[src/rtl/handshake_rr_arbiter_pkg.sv]
// ============================================================================
// Module   : handshake_rr_arbiter_pkg
// Brief    : Shared index-width helper for the round-robin handshake arbiter.
// Revision : 1.0
// ============================================================================
`default_nettype none

package handshake_rr_arbiter_pkg;

  // Channel index width; a single channel still needs one bit of index.
  function automatic int idx_width(input int n);
    int w;
    w = $clog2(n);
    return (w < 1) ? 1 : w;
  endfunction

endpackage

`default_nettype wire

[src/rtl/handshake_rr_arbiter_picker.sv]
// ============================================================================
// Module   : rr_priority_picker
// Brief    : Combinational round-robin pick, first request after 'last'.
// Revision : 1.0
// ============================================================================
`default_nettype none

module rr_priority_picker
  import handshake_rr_arbiter_pkg::*;
#(
  parameter  int SIZE  = 2,
  localparam int IDX_W = idx_width(SIZE)
) (
  input  logic [SIZE-1:0]  req,
  input  logic [IDX_W-1:0] last,
  output logic [SIZE-1:0]  grant_onehot,
  output logic [IDX_W-1:0] grant_idx,
  output logic             any
);

  logic [SIZE-1:0]   w_mask;
  logic [2*SIZE-1:0] w_dbl;
  int                w_pos;
  int                w_idx;

  // Lower copy holds only requests above 'last'; the upper copy supplies the
  // wrap-around, so the lowest set bit of the doubled vector is the winner.
  always_comb begin
    w_mask = '0;
    for (int j = 0; j < SIZE; j++) begin
      w_mask[j] = (j > int'(last));
    end
    w_dbl = {req, req & w_mask};
    w_pos = 0;
    for (int j = 2*SIZE-1; j >= 0; j--) begin
      if (w_dbl[j]) w_pos = j;
    end
    w_idx = (w_pos >= SIZE) ? (w_pos - SIZE) : w_pos;
  end

  assign any       = |req;
  assign grant_idx = IDX_W'(w_idx);

  always_comb begin
    grant_onehot = '0;
    for (int j = 0; j < SIZE; j++) begin
      grant_onehot[j] = any && (j == w_idx);
    end
  end

endmodule

`default_nettype wire

[src/rtl/handshake_rr_arbiter.sv]
// ============================================================================
// Module   : handshake_rr_arbiter
// Brief    : Round-robin arbiter feeding a one-slot registered output buffer.
// Revision : 1.0
// ============================================================================
`default_nettype none

module handshake_rr_arbiter
  import handshake_rr_arbiter_pkg::*;
#(
  parameter  int SIZE      = 2,
  parameter  int DATA_TYPE = 32,
  localparam int IDX_W     = idx_width(SIZE)
) (
  input  logic                      clk,
  input  logic                      rst,
  input  logic [SIZE*DATA_TYPE-1:0] ins,
  input  logic [SIZE-1:0]           ins_valid,
  output logic [SIZE-1:0]           ins_ready,
  output logic [DATA_TYPE-1:0]      outs,
  output logic                      outs_valid,
  input  logic                      outs_ready,
  output logic [IDX_W-1:0]          index
);

  logic [IDX_W-1:0]     r_last;
  logic [DATA_TYPE-1:0] r_outs;
  logic                 r_outs_valid;
  logic [IDX_W-1:0]     r_index;

  logic [SIZE-1:0]      w_grant_onehot;
  logic [IDX_W-1:0]     w_grant_idx;
  logic                 w_any;
  logic                 w_can_accept;
  logic                 w_xfer;
  logic [DATA_TYPE-1:0] w_data;

  rr_priority_picker #(
    .SIZE (SIZE)
  ) u_picker (
    .req          (ins_valid),
    .last         (r_last),
    .grant_onehot (w_grant_onehot),
    .grant_idx    (w_grant_idx),
    .any          (w_any)
  );

  // Readiness is suppressed while reset is held so no token slips in.
  assign w_can_accept = !r_outs_valid || outs_ready;
  assign w_xfer       = rst && w_can_accept && w_any;
  assign ins_ready    = w_xfer ? w_grant_onehot : '0;

  always_comb begin
    w_data = '0;
    for (int j = 0; j < SIZE; j++) begin
      if (w_grant_onehot[j]) w_data = ins[j*DATA_TYPE +: DATA_TYPE];
    end
  end

  always_ff @(posedge clk) begin
    if (!rst) begin
      r_last       <= IDX_W'(SIZE - 1);
      r_outs       <= '0;
      r_outs_valid <= 1'b0;
      r_index      <= '0;
    end else if (w_xfer) begin
      r_last       <= w_grant_idx;
      r_outs       <= w_data;
      r_outs_valid <= 1'b1;
      r_index      <= w_grant_idx;
    end else if (outs_ready) begin
      r_outs_valid <= 1'b0;
    end
  end

  assign outs       = r_outs;
  assign outs_valid = r_outs_valid;
  assign index      = r_index;

endmodule

`default_nettype wire

[config.mk]
export PLATFORM = sky130hd
export DESIGN_NAME = handshake_rr_arbiter
export DESIGN_NICKNAME = d
export VERILOG_FILES = /design/src/rtl/handshake_rr_arbiter_pkg.sv /design/src/rtl/handshake_rr_arbiter_picker.sv /design/src/rtl/handshake_rr_arbiter.sv
export SDC_FILE = /design/constraint.sdc
export NUM_CORES = 1
export LEC_CHECK = 0
export CORE_MARGIN = 1.5
export CORE_UTILIZATION = 37
export DETAILED_ROUTE_END_ITERATION = 8
export PLACE_DENSITY = 0.82
export SYNTH_ARGS = -nofsm -noshare
export SYNTH_HDL_FRONTEND = slang
export SYNTH_SLANG_ARGS = --single-unit
[constraint.sdc]
create_clock -name clk -period 1.32 [get_ports clk]
set_input_delay 0.198 -clock clk [delete_from_list [all_inputs] [get_ports clk]]
set_output_delay 0.198 -clock clk [all_outputs]
set_load 0.01 [all_outputs]
After elaboration in Yosys (flattened, before gate mapping)
Cells that the tools add are included.
Word-level totals
  bits in registers: 35
  output and inout bits: 36
  input port bits: 69
Operators by class
  order comparisons: 2
  multiplexer cells: 10
  add/subtract/negate cells: 1
  equal/unequal tests: 1
  bitwise operators: 1
  reduce and logical (&&, ||, !) cells: 9
Operator list (count)
  $mux 32: 3
  $eq 2x32->1 const A: 1
  $logic_not 32->1: 1
  $mux 2: 5
  $logic_and 1x1->1: 4
  $sub 2x2->3 const B: 1
  $and 2x2->2: 1
  $ge 2x2->1 const B: 1
  $mux 1: 2
  $reduce_bool 2->1: 1
  $reduce_or 2->1: 1
  $gt 1x1->1 const A: 1
  $logic_not 1->1: 1
  $logic_or 1x1->1: 1

Logic depth before layout (Yosys ltp)
  depth after elaboration: 10
  mapped depth: 5
  depth with buffers taken out: 3

Hierarchy
Synthesis repeated with hierarchy kept, for this count alone.
Second synthesis, totals
  cells, all modules: 164
  area, all modules: 1665.3 µm²
Modules (own cells, without submodules)
  handshake_rr_arbiter: area each 1632.8 µm², times used 1, cells an instance 159
  rr_priority_picker: area each 32.5 µm², times used 1, cells an instance 5

Least setup slack after synthesis
OpenSTA, ideal clock, no wires.
  path kind: register to output
  start: register r_outs_valid (netlist: outs_valid)
  end: output ins_ready[0]
  path slack: 71 ps
  arrival time: 1051 ps
  stages on the path, launching flop included: 6
  path buffers: 2
  cells stage by stage: dfxtp_1 -> nand2b_1 -> clkbuf_1 -> buf_2 -> nand2_1 -> nor2_1
On the way
  word-level cells in the longest chain between the ends: 5
RTL lines
  start: declaration: line handshake_rr_arbiter.sv:28  | logic r_outs_valid;
  start signal: assignment: line handshake_rr_arbiter.sv:64  | r_outs_valid <= 1'b0;
  start signal: assignment: line handshake_rr_arbiter.sv:69  | r_outs_valid <= 1'b1;
  start signal: assignment: line handshake_rr_arbiter.sv:72  | r_outs_valid <= 1'b0;
  $logic_not 1->1: line handshake_rr_arbiter.sv:49  | assign w_can_accept = !r_outs_valid || outs_ready;
  $logic_or 1x1->1: line handshake_rr_arbiter.sv:49
  $logic_and 1x1->1 (2 in a row): line handshake_rr_arbiter.sv:50  | assign w_xfer = rst && w_can_accept && w_any;
  $mux 2: line handshake_rr_arbiter.sv:51  | assign ins_ready = w_xfer ? w_grant_onehot : '0;
  end: declaration: line handshake_rr_arbiter.sv:19  | output logic [SIZE-1:0] ins_ready,
Every way passes these cells.

Worst setup path after layout
  start: register r_last
  end: register r_outs[3] (netlist: outs[3])
On the way
  word-level cells in the longest chain between the ends: 10
  elaborated cells on any way between the ends: 13
RTL lines
  start: declaration: line handshake_rr_arbiter.sv:26  | logic [IDX_W-1:0] r_last;
  start signal: assignment: line handshake_rr_arbiter.sv:62  | r_last <= IDX_W'(SIZE - 1);
  start signal: assignment: line handshake_rr_arbiter.sv:67  | r_last <= w_grant_idx;
  $gt 1x1->1 *: line handshake_rr_arbiter_picker.sv:31  | w_mask[j] = (j > int'(last));
  $and 2x2->2 *: line handshake_rr_arbiter_picker.sv:33  | w_dbl = {req, req & w_mask};
  $mux 2 * (2 in a row): line handshake_rr_arbiter_picker.sv:36  | if (w_dbl[j]) w_pos = j;
  $sub 2x2->3 or $ge 2x2->1 (tied branches): line handshake_rr_arbiter_picker.sv:38  | w_idx = (w_pos >= SIZE) ? (w_pos - SIZE) : w_pos;
  $mux 32 *: line handshake_rr_arbiter_picker.sv:38
  $logic_not 32->1: line handshake_rr_arbiter_picker.sv:47  | grant_onehot[j] = any && (j == w_idx);
  $logic_and 1x1->1: line handshake_rr_arbiter_picker.sv:47
  $mux 32: line handshake_rr_arbiter.sv:56  | if (w_grant_onehot[j]) w_data = ins[j*DATA_TYPE +: DATA_TYPE];
  $mux 32 *: line handshake_rr_arbiter.sv:56
  end signal: assignment: line handshake_rr_arbiter.sv:68  | r_outs <= w_data;
  end: declaration: line handshake_rr_arbiter.sv:27  | logic [DATA_TYPE-1:0] r_outs;
Every way passes the cells marked *; elsewhere a longest branch is shown, timed or not.
A chain may end at the register's enable or synchronous reset.

==> impl_metrics.xml <==
<?xml version="1.0" encoding="UTF-8"?>
<metrics>
  <group name="timing">
    <metric name="timing_worst_slew_pin_value" unit="ns">0.245</metric>
    <metric name="post-route-min-period" unit="ns">1.29</metric>
    <metric name="setup_violations" unit="">0</metric>
    <metric name="slew_viol_final" unit="">0</metric>
    <metric name="final-hold-violation-count" unit="">0</metric>
    <metric name="postLayoutSetupSlackWorst" unit="ns">0.0350</metric>
    <metric name="layout_worst_path_cycle_share" unit="">0.973</metric>
    <metric name="highest_clock_frequency_the_design_can_meet" unit="GHz">0.778</metric>
    <metric name="fin_worst_skew" unit="ns">0.00263</metric>
    <metric name="relSlewSlack" unit="">0.837</metric>
  </group>
  <group name="critical_path">
    <metric name="worst_path_largest_cell_delay" unit="ns">0.36</metric>
    <metric name="r2r-end" unit="">outs[3]</metric>
    <metric name="r2r.worst_path.cells" unit="">5</metric>
    <metric name="worst-path-stages" unit="">5</metric>
    <metric name="crit_path_start" unit="">r_last</metric>
    <metric name="timing.critical_path.required" unit="ns">1.51</metric>
    <metric name="worst-r2r-setup-slack" unit="ns">0.03</metric>
    <metric name="cp_slowest_cell" unit="">sky130_fd_sc_hd__dfxtp_2</metric>
    <metric name="worst-endpoint-arrival" unit="ns">1.47</metric>
    <metric name="worstSetupStartpointType" unit="">flip-flop</metric>
    <metric name="worst-path-buf-inv" unit="">2</metric>
    <metric name="cpLargestDelayFamily" unit="">compound AO/OA/AOI/OAI gates</metric>
    <metric name="critPathMaxFanout" unit="">17</metric>
    <metric name="critical_path_capture_point_type" unit="">flip-flop</metric>
    <metric name="critPathKind" unit="">flip-flop to flip-flop</metric>
    <metric name="worst_setup_path_end" unit="">outs[3]</metric>
    <metric name="cells_along_the_critical_path" unit="">buf_4, a21bo_2, buf_12, nand2_1, a311oi_2</metric>
    <metric name="crit-reg2reg-launch" unit="">r_last</metric>
  </group>
  <group name="floorplanning">
    <metric name="io_pins" unit="">105</metric>
    <metric name="die_height" unit="um">70.8</metric>
    <metric name="die_wd" unit="um">70.8</metric>
    <metric name="placement_rows" unit="">24</metric>
    <metric name="design.core.area" unit="mm^2">0.00438</metric>
    <metric name="die_area" unit="mm^2">0.00501</metric>
    <metric name="floorplan.initialDensity" unit="">0.388</metric>
  </group>
  <group name="cts">
    <metric name="clock_tree.buffer_depth" unit="">2</metric>
    <metric name="cts_tree" unit="">built</metric>
    <metric name="worst_setup_hold_path_clk_slew" unit="ns">0.07</metric>
    <metric name="clock_tree.htree_level_count" unit="">2</metric>
    <metric name="worst_skew_pair.late_latency" unit="ns">0.28</metric>
    <metric name="ctsRootBufferMaster" unit="">sky130_fd_sc_hd__clkbuf_8</metric>
    <metric name="tritoncts.num_buffers" unit="">5</metric>
    <metric name="tritoncts_num_sinks" unit="">35</metric>
  </group>
  <group name="yosys">
    <metric name="ys_async_sr_fraction" unit="">0</metric>
    <metric name="synth-edff-count" unit="">0</metric>
    <metric name="synth_top_area_cell" unit="">sky130_fd_sc_hd__dfxtp_1</metric>
    <metric name="syn-mean-instance-area" unit="um^2">8.45</metric>
    <metric name="sequential_fraction_of_the_synthesis_area" unit="">0.412</metric>
    <metric name="yosys.area.top_type_share" unit="">0.412</metric>
    <metric name="ys.warnings.count" unit="">0</metric>
    <metric name="netlist_area_before_placement" unit="mm^2">0.00170</metric>
    <metric name="synth.cells.most_frequent" unit="">sky130_fd_sc_hd__nand2_1 (65), sky130_fd_sc_hd__dfxtp_1 (35), sky130_fd_sc_hd__a21oi_1 (34)</metric>
    <metric name="syn-instance-count" unit="">201</metric>
    <metric name="synth_seq_cells" unit="">35</metric>
    <metric name="synth_nets" unit="">270</metric>
    <metric name="synth.distinct_cells" unit="">20</metric>
    <metric name="ys_dominant_reg_cell" unit="">sky130_fd_sc_hd__dfxtp_1</metric>
    <metric name="synthMostInstantiatedCell" unit="">sky130_fd_sc_hd__nand2_1</metric>
    <metric name="netlist_top_cells_area" unit="">sky130_fd_sc_hd__dfxtp_1 (41%), sky130_fd_sc_hd__nand2_1 (14%), sky130_fd_sc_hd__a311oi_1 (11%)</metric>
  </group>
  <group name="global_route">
    <metric name="initial_antenna_violation_count" unit="">0</metric>
    <metric name="grt_util_all_layers" unit="">0.216</metric>
    <metric name="grt_overflow_total" unit="">0</metric>
    <metric name="grt_pass1_wl" unit="um">8780</metric>
    <metric name="first_global_vias" unit="">1884</metric>
    <metric name="grt_start_max_net_pins" unit="">20</metric>
  </group>
  <group name="placement">
    <metric name="place.port_buffers" unit="">104</metric>
    <metric name="finalWeightedCongestion" unit="">0.871</metric>
    <metric name="setup_slack_after_placement" unit="ns">-0.523</metric>
    <metric name="hpwl" unit="um">3820</metric>
    <metric name="post-place-cells" unit="">359</metric>
  </group>
  <group name="routing">
    <metric name="routed-via-count" unit="">1943</metric>
    <metric name="drcViolationCount" unit="">0</metric>
    <metric name="detailedRoute.firstIterationViolations" unit="">79</metric>
    <metric name="post_drt_via_cell_ratio" unit="">5.29</metric>
    <metric name="drt-pass1-iter-count" unit="">4</metric>
    <metric name="avg_wl_per_cell" unit="um">14.7</metric>
    <metric name="drt_wl_total" unit="um">5380</metric>
    <metric name="final_antenna_net_count" unit="">0</metric>
  </group>
  <group name="cells_and_area">
    <metric name="regArea" unit="um^2">703</metric>
    <metric name="antenna_cells_inserted" unit="">0</metric>
    <metric name="fin_cells" unit="">367</metric>
    <metric name="areaGrowthSynthToFinish" unit="%">75.8</metric>
    <metric name="num-fill-cells" unit="">384</metric>
    <metric name="multiInputGateArea" unit="um^2">911</metric>
    <metric name="final_layout_size_suffix_gt1_frac" unit="">0.181</metric>
    <metric name="nets" unit="">384</metric>
  </group>
  <group name="power_and_ir_drop">
    <metric name="irDropWorstVdd" unit="mV">0.566</metric>
    <metric name="cellLeakagePower" unit="nW">1.28</metric>
    <metric name="power_per_cell_area" unit="mW/mm^2">936</metric>
  </group>
  <group name="run">
    <metric name="max_cap_viol_count" unit="">0</metric>
  </group>
  <group name="run_status">
    <metric name="run_status" unit="">complete, no violations</metric>
  </group>
  <group name="hold_path">
    <metric name="hold_class" unit="">primary input to flip-flop</metric>
  </group>
</metrics>
## sequential cells by signal (all words and copies together), names as in the netlist
name / count
outs: 32
index: 1
outs_valid: 1
r_last: 1
## final cells by class
class,count,share of cell area
inverter,2,0.00251
multi-input combinational,144,0.305
clock buffer,6,0.0276
tap,52,0.0218
clock inverter,1,0.00168
timing repair buffer,127,0.406
sequential,35,0.235
## cell usage in the layout (no fill, tap or decap), types with 2 or more instances in the layout
master | Yosys | layout
sky130_fd_sc_hd__clkbuf_8 | 3 | 6
sky130_fd_sc_hd__dfxtp_2 | 0 | 2
sky130_fd_sc_hd__a311oi_2 | 10 | 16
sky130_fd_sc_hd__buf_2 | 9 | 2
sky130_fd_sc_hd__dlygate4sd2_1 | 0 | 37
sky130_fd_sc_hd__a21oi_1 | 34 | 34
sky130_fd_sc_hd__nor2_1 | 2 | 2
sky130_fd_sc_hd__buf_6 | 4 | 4
sky130_fd_sc_hd__nand2_1 | 65 | 65
sky130_fd_sc_hd__dfxtp_1 | 35 | 33
sky130_fd_sc_hd__o21ai_0 | 3 | 2
sky130_fd_sc_hd__clkdlybuf4s50_1 | 0 | 64
sky130_fd_sc_hd__buf_4 | 0 | 16
sky130_fd_sc_hd__a311oi_1 | 22 | 16
sky130_fd_sc_hd__buf_12 | 0 | 3
## metrics by stage
stage | hold slack, ns | instance area, um^2 | total power [mW] | TNS, ns | util
global route | 0.377 | 2990 | 2.93 | -0.0455 | 0.681
global placement | 0.482 | 2860 | 2.05 | -15.46 | 0.653
detailed placement | 0.488 | 2860 | 2.07 | -16.63 | 0.653
CTS | 0.354 | 2920 | 2.79 | 0 | 0.666
finish | 0.355 | 2990 | 2.80 | 0 | 0.681
floorplan | 0.270 | 1700 | 1.58 | 0 | -
## worst min-delay path by stage
stage               start  endpoint  slack (ns)  cells after the start
floorplan             rst    r_last        0.27                      1
global placement    index     index        0.48                      2
detailed placement  index     index        0.49                      2
CTS                   rst    r_last        0.35                      3
global route          rst    r_last        0.38                      3
finish                rst    r_last        0.36                      3
## per-layer routing
metal | vias up | track usage | share of wire
li1 | 949 | - | -
met1 | 906 | 0.262 | 0.43
met2 | 77 | 0.366 | 0.47
met3 | 11 | 0.0570 | 0.069
met4 | 0 | 0.0839 | 0.023
met5 | - | 0 | 0
## where the power goes
group	total [mW]	internal [mW]	switching [mW]
registers	1.19	1.15	0.0448
logic	0.826	0.457	0.369
clock network	0.780	0.409	0.370
## tightest hold or removal path: stages
cell and delay [ns]:
sky130_fd_sc_hd__dlygate4sd2_1 0.21, sky130_fd_sc_hd__buf_4 0.13, sky130_fd_sc_hd__nand3_1 0.06
## cell families after synthesis
kind of cell,share of synthesized area
AOI/OAI and AO/OA,0.332
buffers and inverters,0.0906
DFF,0.412
and+or+nand+nor,0.165
## repair_timing
action | 4_1_cts | 5_1_grt
resized for setup | 53 | 12
buffers inserted | 1 | 1
pin swaps | 2 | 2
hold buffers | 0 | 0
endpoints found under the setup margin | 69 | 27
(Power assumes the default switching activity.)
